## config.mk

```make
export PLATFORM = sky130hd
export DESIGN_NAME = mux8_sel_reg
export DESIGN_NICKNAME = d
export VERILOG_FILES = /design/src/rtl/mux8_sel_reg.sv
export SDC_FILE = /design/constraint.sdc
export NUM_CORES = 1
export LEC_CHECK = 0
export CAP_MARGIN = 0
export CORE_AREA = 2 2 39 41
export CTS_CLUSTER_SIZE = 10
export DETAILED_ROUTE_END_ITERATION = 10
export DIE_AREA = 0 0 41 43
export HOLD_SLACK_MARGIN = 0.1
export SLEW_MARGIN = 20
export SYNTH_ARGS = -nofsm -noshare
export SYNTH_HDL_FRONTEND = slang
export SYNTH_SLANG_ARGS = --single-unit
```

## constraint.sdc

```tcl
create_clock -name clk -period 1.2 [get_ports clk]
set_input_delay 0.12 -clock clk [delete_from_list [all_inputs] [get_ports clk]]
set_output_delay 0.12 -clock clk [all_outputs]
set_load 0.02 [all_outputs]
```

## src/rtl/mux8_sel_reg.sv

```systemverilog
// rtl/mux8_sel_reg.sv - 8-to-1 lane selector with combinational and registered outputs (optional y_par via MUX8_OUT_PARITY_EN)
module mux8_sel_reg #(
  parameter int WIDTH = 1
) (
  input  logic               clk,
  input  logic               rst,
  input  logic [8*WIDTH-1:0] in,
  input  logic [2:0]         sel,
  input  logic               in_valid,
  output logic [WIDTH-1:0]   y_comb,
  output logic [WIDTH-1:0]   y,
`ifdef MUX8_OUT_PARITY_EN
  output logic               y_par,
`endif
  output logic               out_valid
);

  // Unpacked view of the packed input bus; lane 0 sits at the LSBs.
  logic [WIDTH-1:0] lanes [8];

  // Slice the packed bus into lanes so the select below is a plain index.
  always_comb begin
    for (int k = 0; k < 8; k++) begin
      lanes[k] = in[k*WIDTH +: WIDTH];
    end
  end

  // Full case on sel: every code maps to a lane, so only the chosen lane can reach y_comb.
  always_comb begin
    y_comb = '0;
    case (sel)
      3'd0: y_comb = lanes[0];
      3'd1: y_comb = lanes[1];
      3'd2: y_comb = lanes[2];
      3'd3: y_comb = lanes[3];
      3'd4: y_comb = lanes[4];
      3'd5: y_comb = lanes[5];
      3'd6: y_comb = lanes[6];
      3'd7: y_comb = lanes[7];
      default: y_comb = 'x;
    endcase
  end

  // Capture register: reset wins, a valid beat loads the selected lane, otherwise y holds.
  always_ff @(posedge clk) begin
    if (rst) begin
      y         <= '0;
      out_valid <= 1'b0;
    end else begin
      out_valid <= in_valid;
      if (in_valid) begin
        y <= y_comb;
      end
    end
  end

`ifdef MUX8_OUT_PARITY_EN
  // Even parity of the captured lane, loaded on the same beats as y.
  always_ff @(posedge clk) begin
    if (rst) begin
      y_par <= 1'b0;
    end else if (in_valid) begin
      y_par <= ^y_comb;
    end
  end
`endif

endmodule

```

# [After elaboration in Yosys (flattened, before gate mapping)]
# Cells that the tools add are included.
[op_classes] mux=1 eq_ne=7 n_reduce_logical=1
[op_table] op="$eq 3x3->1 const B" count=4
[op_table] op="$pmux 1 s8" count=1
[op_table] op="$eq 3x2->1 const B" count=2
[op_table] op="$eq 3x1->1 const B" count=1
[op_table] op="$logic_not 3->1" count=1
[word_totals] reg_bits=2 wordCells=11 inputBits=14 out_inout_bits=3

# [Logic depth before layout (Yosys ltp)]
# Gate-level depths: netlist of the first run.
[logic_depth] word_depth=2 ltp_mapped=4 depth_no_buf=3

# [Worst setup path before layout of the first run]
# Ideal clock, no wire load.
[synth_path] path_type="input to output" startpoint="input port sel[0]" endpoint="output port y_comb" arrival_ps=1010 path_slack_ps=70 path_buffers=1 t_required_ps=1080 stages=4 cell_sequence="clkbuf_2 -> mux2i_1 -> mux4_2 -> inv_1"
[synth_via] elab_chain_len=2 elab_cells_between_ends=9 cone_classes="eq/ne (7); mux (1); reduce/logical (1)"
[synth_rtl] item="from (decl)" line_no="8" source="input logic [2:0] sel,"
[synth_rtl] item="$eq 3x3->1, or another cell as far along" line_no="31" source="case (sel)"
[synth_rtl] item="$pmux 1 s8 (*)" line_no="31"
[synth_rtl] item="to (decl)" line_no="10" source="output logic [WIDTH-1:0] y_comb,"
# Every way passes the cells marked *; elsewhere a longest branch is shown, timed or not.

# [Worst setup path after layout of the first run]
[layout_path] startpoint="input port in[5]" endpoint="output port y_comb"
[layout_via] elab_chain_len=1
[layout_rtl] item="from (decl)" line_no="7" source="input logic [8*WIDTH-1:0] in,"
[layout_rtl] item="$pmux 1 s8" line_no="31"
# No other way between the ends.

==> summary.txt, run 1 <==
Job
  – Max Cap Violations: 0

Worst setup path
  – CP peak stage delay: 0.48 ns
  – CP Cell Sequence: dlygate4sd2_1 -> mux2i_1 -> mux4_2 -> inv_2 -> buf_6
  – CP Launch Type: primary input
  – CP max stage cell: mux4_2
  – WS Path Type: primary input to primary output
  – Buffers & Inverters on Critical Path: 3
  – CP Capture Type: primary output
  – Top delay family on crit path: multiplexers
  – CP required: 1.08 ns
  – Arrival time at the worst endpoint: 1.03 ns
  – Crit path max fanout: 2
  – Worst R2R Setup Slack: 0.59 ns

Synth
  – Post-synthesis sequential area ratio: 0.2991
  – Yosys top cell area share: 0.2991
  – XOR/XNOR Fraction of Synth Area: 0
  – Mapped Avg Cell Area: 11.16 µm²
  – Ranking of synthesized cells by area: dfxtp_1, mux2i_1, mux4_2
  – Distinct cells, synth: 8
  – Number of flops mapped to enable cells by yosys: 0
  – Mapped cell area: 133.9 µm²
  – Adder-Cell Fraction of Synth Area: 0
  – Post-synthesis mux area share: 0.4673
  – Post-synthesis instance total: 12
  – Syn Nets: 26
  – Combinational family with the most area after synthesis: multiplexers
  – #FFs+latches synth: 2
  – Synth Flop Type: dfxtp_1
  – Area leader, netlist: dfxtp_1
  – Cell with the most instances after synthesis: mux2i_1
  – Synth top cells by count: mux2i_1, dfxtp_1
  – Async SR Flop Fraction: 0
  – Synth Area in Compound Gates: 0.09346
  – Simple-gate share of the synthesized area: 0.07477
  – YS warnings: 0

Floorplanning
  – Core ar.: 0.001384 mm²
  – Ports: 17
  – Starting Density: 0.09674
  – Height of the die: 43 µm
  – FP Rows: 14
  – Die ar.: 0.001763 mm²
  – Die Wd: 41 µm

Drt
  – WL final: 362 µm
  – Drt drc: 0
  – Post-DRT Antenna Nets: 0
  – Wire per inst: 7.702 µm
  – Met2 routed WL: 217 µm
  – Met3 Routed Length: 51 µm
  – Vias per Instance: 3.489
  – Via count: 164
  – Initial drt markers: 0
  – Top sig layer: met3
  – Met1 WL: 93 µm
  – Pre-Repair DR Iteration Count: 1

CTS
  – Clock sink total: 2
  – Num CTS Buffers: 3
  – Hold-fix buffer count after cts: 0
  – H-tree depth: 1
  – Worst-path clk slew: 0.03 ns
  – Clk buf depth: 2
  – Post-CTS Setup Inserts: 0
  – CTS tree: done
  – Clock latency on the worst-skew pair: 0.22 ns
  – CTS Root Cell: clkbuf_4
  – Resize count post-CTS: 23

Global route
  – Total grt overflow: 0
  – Global-route wire length before repair: 531 µm
  – Vias in the first global route: 186
  – Largest net degree at the start of global routing: 5
  – Initial antenna violation count: 0
  – Total Routing Usage GR: 0.04905

Timing
  – Final hold violations: 0
  – Max Clock Freq: 873.2 MHz
  – Setup TNS: 0 ns
  – Tcrit/Tclk final: 0.9543
  – Final count of negative-setup-slack endpoints: 0
  – Worst Skew: 0 ns
  – RSZ-0062 raised after global routing: no
  – Worst-margin pin slew: 0.2054 ns
  – Slew Viols, Final: 0
  – Slew HR: 0.8636
  – Min cycle time layout: 1.145 ns

Final layout
  – Layout area overhead: 143.0%
  – Fin nets: 47
  – Layout cells sized above 1: 0.2903
  – ANT cells: 0

Pwr
  – Comb power frac: 0.302
  – Max rail drop VDD: 149.8 µV
  – Cell leakage power: 0.0001594 µW
  – Total power: 312.1 µW
  – Clock share of power: 0.463
  – Power density cells: 959.4 mW/mm²
  – Sequential Power Share: 0.234
  – Sw Pwr: 71.18 µW
  – Sw Share: 0.2281
  – P_int: 240.9 µW

Outcome
  – Status: completed

Place
  – Detailed placement HPWL: 301.4 µm
  – RePlAce Congestion: 0.5451
  – Port Buffers: 16

Worst hold path
  – Hold crit path type: primary input to flop
cell families after synthesis:
| kind of cell | after synthesis |
|---|---|
| multiplexers | 5 |
| flip-flops | 2 |
| AO/OA/AOI/OAI | 1 |
| buffers and inverters | 2 |
| AND/OR/NAND/NOR | 2 |
cell type report:
| cell class | instances | area (µm²) |
|---|---|---|
| Sequential cell | 2 | 40.04 |
| Timing Repair Buffer | 17 | 153.9 |
| Fill cell | 161 | 1059 |
| Inverter | 1 | 3.754 |
| Clock buffer | 3 | 22.52 |
| Multi-Input combinational cell | 8 | 85.08 |
| Tap cell | 16 | 20.02 |
per-stage QoR:
step | hold slack, ns | instance area, µm² | setup WS (ns) | utilization | cells
final | 0.4871 | 325.3 | 0.05478 | 0.2351 | 47
after global routing | 0.4895 | 325.3 | 0.009921 | 0.2351 | 47
after CTS | 0.4825 | 320.3 | 0.03404 | 0.2315 | 47
after detailed placement | 0.5177 | 316.6 | -0.8684 | 0.2288 | 44
after global placement | 0.5175 | 316.6 | -0.8623 | 0.2288 | 44
after floorplan | 0.1846 | 133.9 | 0.07018 | - | 12
flip-flops by register name, summed over array words and instances (netlist names):
name and cells:
out_valid 1, y 1
placed cells by master (no fill, tap or decap), drive strengths merged:
master and n:
clkdlybuf4s50 2, dlygate4sd2 10, clkbuf 3, inv 1
nor2 1, clkdlybuf4s15 2, buf 3, a211oi 1
dfxtp 2, mux4 1, nor2b 1, mux2i 4
layer usage:
metal,GRT usage,up-vias
li1,-,83
met5,0,-
met4,0.06000,0
met3,0.01571,0
met1,0.01592,73
met2,0.1000,8
final timing paths:
check,from,to,depth (start not counted)
worst min-delay path,rst,y,2
worst max-delay path,in[5],y_comb,5
worst min register to register,y,y,2
worst max register to register,y,y,2
worst reg2reg max path: stages, from the launching register on:
cell and delay [ns]:
dfxtp_1 0.31, nor2_1 0.05, a211oi_2 0.17
power by group through the flow:
stage                     clock network, µW  registers (µW)  logic [µW]
after floorplan                           0            80.1        33.0
after global placement                    0            74.1         107
after detailed placement                  0            74.2         107
after CTS                               154            73.1        94.3
after global routing                    159            73.6         104
final                                   145            73.1        94.4
No activity file was read; power rests on OpenSTA's default activity.
==> inputs of run 2 (changes only) <==
==> constraint.sdc (replaced) <==
create_clock -name clk -period 1.4 [get_ports clk]
set_input_delay 0.14 -clock clk [delete_from_list [all_inputs] [get_ports clk]]
set_output_delay 0.14 -clock clk [all_outputs]
set_load 0.02 [all_outputs]
==> run 2 against run 1 <==
  * Non-clock buffer count increased by 1
  * Via count increased by 0.61%
  * Utilization increased by 0.45 points
  * First-iteration DRC count increased by 1
  * Worst setup slack improved by 0.076 ns
  * Flip-flop and latch count unchanged
  * Clock power decreased by 16%
  * Die area unchanged
  * Critical path depth decreased by 4
  * Global-route usage decreased by 0.10 points
  * Critical path type is now flop to primary output
==> summary.txt, run 2 (same netlist as run 1, synthesis figures left out) <==
Outcome
  – Status: completed (unchanged)

Global route
  – Initial antenna violation count: 0 (unchanged)
  – Largest net degree at the start of global routing: 5 (unchanged)
  – Total grt overflow: 0 (unchanged)
  – Global-route wire length before repair: 524 µm (was 531 µm)
  – Total Routing Usage GR: 0.04805 (was 0.04905)
  – Vias in the first global route: 179 (was 186)

Pwr
  – Comb power frac: 0.323 (was 0.302)
  – Cell leakage power: 0.0001573 µW (was 0.0001594 µW)
  – Max rail drop VDD: 121.0 µV (was 149.8 µV)
  – Sw Share: 0.2211 (was 0.2281)
  – Clock share of power: 0.448 (was 0.463)
  – Sequential Power Share: 0.230 (was 0.234)
  – Power density cells: 824.2 mW/mm² (was 959.4 mW/mm²)
  – Sw Pwr: 60.42 µW (was 71.18 µW)
  – P_int: 212.9 µW (was 240.9 µW)

Timing
  – Worst Skew: 0 ns (unchanged)
  – Tcrit/Tclk final: 0.9067
  – RSZ-0062 raised after global routing: no (unchanged)
  – Worst-margin pin slew: 0.2104 ns (was 0.2054 ns)
  – Max Clock Freq: 787.8 MHz
  – Final hold violations: 0 (unchanged)
  – Setup TNS: 0 ns (unchanged)
  – Min cycle time layout: 1.269 ns
  – Slew HR: 0.8593 (was 0.8636)
  – Slew Viols, Final: 0 (unchanged)
  – Final count of negative-setup-slack endpoints: 0 (unchanged)

Final layout
  – Fin cells: 48 (was 47)
  – Fill count: 163 (was 161)
  – Layout cells sized above 1: 0.3125 (was 0.2903)
  – Commonest non-fill, non-tap cell in the layout: dlygate4sd2_1 (unchanged)
  – Fin nets: 48 (was 47)
  – Layout area overhead: 147.7% (was 143.0%)
  – Multi-input logic area: 85.08 µm² (unchanged)
  – ANT cells: 0 (unchanged)
  – Most frequent cells in the layout: dlygate4sd2_1, clkdlybuf4s50_1, mux2i_1 (was dlygate4sd2_1, mux2i_1, clkbuf_4)
  – Seq. cell area: 40.04 µm² (unchanged)
  – Largest regs: out_valid (1), y (1) (unchanged)

Drt
  – Vias per Instance: 3.438 (was 3.489)
  – Via count: 165 (was 164)
  – Drt drc: 0 (unchanged)
  – Wire per inst: 7.188 µm (was 7.702 µm)
  – Post-DRT Antenna Nets: 0 (unchanged)
  – Initial drt markers: 1 (was 0)
  – WL final: 345 µm (was 362 µm)
  – Pre-Repair DR Iteration Count: 2 (was 1)

Worst setup path
  – CP Cell Sequence: clkdlybuf4s50_1 (was dlygate4sd2_1 -> mux2i_1 -> mux4_2 -> inv_2 -> buf_6)
  – Worst R2R Path Depth: 2 (unchanged)
  – WS Path Type: flop to primary output (was primary input to primary output)
  – Levels on crit path: 1 (was 5)
  – Top delay family on crit path: buffers and inverters (was multiplexers)
  – CP Launch Type: flop (was primary input)
  – CP required: 1.26 ns (was 1.08 ns)
  – CP peak stage delay: 0.60 ns (was 0.48 ns)
  – CP max stage cell: clkdlybuf4s50_1 (was mux4_2)
  – Buffers & Inverters on Critical Path: 1 (was 3)
  – CP Capture Type: primary output (unchanged)
  – Crit path max fanout: 2 (unchanged)
  – Arrival time at the worst endpoint: 1.13 ns (was 1.03 ns)

CTS
  – Clock latency on the worst-skew pair: 0.22 ns (about the same)
  – Num CTS Buffers: 3 (unchanged)
  – CTS Root Cell: clkbuf_4 (unchanged)
  – Clk buf depth: 2 (unchanged)
  – Clock sink total: 2 (unchanged)
  – Worst-path clk slew: 0.03 ns (about the same)
  – H-tree depth: 1 (unchanged)
  – CTS tree: done (unchanged)

Floorplanning
  – Core ar.: 0.001384 mm² (unchanged)
  – FP Rows: 14 (unchanged)
  – Die ar.: 0.001763 mm² (unchanged)
  – Die Wd: 41 µm (unchanged)
  – Ports: 17 (unchanged)
  – Starting Density: 0.09674 (unchanged)
  – Height of the die: 43 µm (unchanged)

Place
  – RePlAce Congestion: 0.5521 (was 0.5451)
  – Detailed placement HPWL: 297.7 µm (was 301.4 µm)
  – Port Buffers: 16 (unchanged)
  – Cells after DPL: 44 (unchanged)

Worst hold path
  – Hold crit path type: primary input to flop (unchanged)
  – Min-Delay Path Depth: 2 (unchanged)

Job
  – Max Cap Violations: 0 (unchanged)
-- run 2: repair_timing --
action	in CTS	in global routing
hold buffers	0	0
resized for setup	17	2
buffers inserted	1	0
setup endpoints to repair	2	2
-- run 2: per-stage QoR --
step	instance area, µm²	setup WS, ns	hold slack [ns]	utilization	total power (µW)
after floorplan	133.9	0.2302	0.2046	-	97.02
after global placement	316.6	-0.7015	0.5172	0.2288	155.6
after detailed placement	316.6	-0.7030	0.5186	0.2288	155.8
after CTS	335.3	0.01399	0.4985	0.2423	281.5
after global routing	331.6	0.07566	0.5044	0.2396	298.3
final	331.6	0.1306	0.4980	0.2396	273.3
-- run 2: path summary, 6_finish.rpt --
path / start / end / slack [ns]
max: y / y / 0.13
min reg2reg: y / y / 0.53
max reg2reg: y / y / 0.78
min: rst / out_valid / 0.50
-- run 2: routing by layer --
layer,vias to the layer above,global-route usage,part of all wire
li1,86,-,-
met1,71,0.02548,0.30
met2,8,0.08750,0.59
met3,0,0.01571,0.11
met4,0,0.06000,0
met5,-,0,0
-- run 2: final cells by class --
type,instances,share of cell area
repair buffers,18,0.4830
multi-input cells,8,0.2566
flip-flops and latches,2,0.1208
clock buffers,3,0.06792
well taps,16,0.06038
inverters,1,0.01132
-- run 2: power groups by stage --
stage / registers (µW) / clock network [µW] / logic, µW
2_1_floorplan: 68.7 / 0 / 28.3
3_3_place_gp: 63.6 / 0 / 92.0
3_5_place_dp: 63.6 / 0 / 92.2
4_1_cts: 62.9 / 128 / 90.1
5_1_grt: 63.3 / 138 / 97.0
6_report: 62.8 / 122 / 88.2
==> edit: new RTL, config.mk and constraints of run 2 <==
The option `MUX8_OUT_PARITY_EN` is turned on by a define.
--- a/src/rtl/mux8_sel_reg.sv
+++ b/src/rtl/mux8_sel_reg.sv
@@ -1,3 +1,5 @@
 // rtl/mux8_sel_reg.sv - 8-to-1 lane selector with combinational and registered outputs (optional y_par via MUX8_OUT_PARITY_EN)
+`define MUX8_OUT_PARITY_EN
+
 module mux8_sel_reg #(
   parameter int WIDTH = 1
Function (old outputs only; new: y_par): kept (Yosys induction, for registers that start in step).
==> edit against run 2 <==
- global-route usage grew 1.0 points
- sequential share of layout area decreased by 0.27 points
- die area is the same
- wire length increased by 13%
- sequential cell count unchanged
- total power is 4.2% higher
- design area rose by 2.3%
- critical path type is now in -> out
- synthesized cell count grew 8.3%
- setup slack got worse by 88 ps
- via count increased by 0.61%
- worst hold slack better by 9.3 ps
- largest power group unchanged
- area after synthesis up 5.6%
- highest routed layer unchanged
==> edit: results (changes against run 2) <==
Placement
  • Detailed Place HPWL: 325 µm (+9.2%)
  • # placed instances: 45 (+2.3%)
  • RD Place Congestion: 0.596 (+8.0%)

Power and ir drop
  • Psw: 70.9 µW (+17%)
  • Peak VDD IR: 119 µV (-1.5%)
  • Leak Pwr: 0.000156 µW (-0.49%)

Setup path
  • Worst setup path startpoint: sel[0]
  • Worst flop-to-flop path startpoint: y_par$_SDFFE_PP0P_
  • Critical Path Max Stage Delay: 490 ps (-110 ps)
  • Crit path DAT: 1220 ps (+90 ps)
  • Crit-path max FO: 4 (+2)
  • Crit path max-delay family: multiplexers
  • CP max-delay cell: mux4_2

Status
  • Status: finished clean

Drt
  • DR iter-0 viols: 0 (-1)
  • Vias/cell: 3.46 (+0.61%)
  • DRT Pass-1 Iters: 1 (-1)
  • Wire length per cell: 8.10 µm (+13%)

CTS
  • # Post-CTS Setup Buffers: 0 (-1)

Global routing
  • Total GRT Usage: 5.81% (+1.0 points)
  • Initial antenna violation count: 0 (unchanged)
  • Vias in the first global route: 182 (+1.7%)

Synth
  • Synth area leaders: dfxtp_1, mux2i_1, mux4_2, a211oi_2, buf_4
  • Number of library cell types mapped by synthesis: 9 (+1)
  • Mean Syn Cell Area: 10.9 µm² (-2.5%)
  • Seq/Total Area, Yosys: 28.3% (-1.6 points)
  • Synthesized Nets: 27 (+3.8%)

Final layout
  • Layout cells sized above 1: 25.0% (-6.3 points)
[edit: changes by cell type after synthesis, sizes merged]
cell,before,now
buf,0,1
[edit: worst paths after layout]
kind | slack [ps] | cells after the start | end
worst min-delay path | 510 | 2 | y_par$_SDFFE_PP0P_
worst max register to register | 760 | 2 | y_par$_SDFFE_PP0P_
worst min register to register | 540 | 2 | y_par$_SDFFE_PP0P_
worst max-delay path | 40 | 5 | y_comb
[edit: what timing repair did]
action	CTS	global route
setup endpoints to repair	2	1
pin swaps	0	0
resized for setup	17	1
[edit: area by class of cell]
cell class	count	area, µm²
Timing Repair Buffer	18	168
Inverter	1	3.75
Clock buffer	3	22.5
Sequential cell	2	40.0
Tap cell	16	20.0
Fill cell	153	1040
Multi-Input combinational cell	8	85.1
[edit: power groups by stage]
stage               Combinational [µW]  Sequential [µW]  Clock, µW
floorplan                         34.8             69.2          0
global placement                   100             63.9          0
detailed placement                 100             64.4          0
CTS                               93.0             63.4        139
global route                      99.5             64.0        140
finish                            92.1             63.3        129
[edit: logic make-up (layout without fill, tap and decap cells)]
group           count (synthesis)  after routing  share of synthesized area [%]
compound gates                  1              1                           8.85
flops                           2              2                           28.3
buf+inv                         3             22                           11.5
simple gates                    2              2                           7.08
mux                             5              5                           44.2
[edit: routing by layer]
layer | global-route usage (%) | vias up | share of wire (%)
met5 | 0 | - | 0
met4 | 8.00 | 0 | 0
met3 | 2.62 | 0 | 17
met2 | 8.13 | 17 | 49
met1 | 4.79 | 66 | 33
li1 | - | 83 | -
[edit: per-stage QoR]
step / setup slack [ps] / hold slack, ps / power (µW) / instance area, µm² / utilization, %
3_3_place_gp: -719 / 533 / 164 / 327 / 23.6
4_1_cts: 4.08 / 505 / 296 / 338 / 24.4
2_1_floorplan: 230 / 205 / 104 / 141 / -
6_report: 43.0 / 507 / 285 / 339 / 24.5
5_1_grt: 11.8 / 514 / 304 / 339 / 24.5
3_5_place_dp: -724 / 542 / 165 / 327 / 23.6
[edit: worst register-to-register path, stage by stage (launching register included)]
cell and delay (ps):
dfxtp_1 330, nor2_1 60, a211oi_2 170
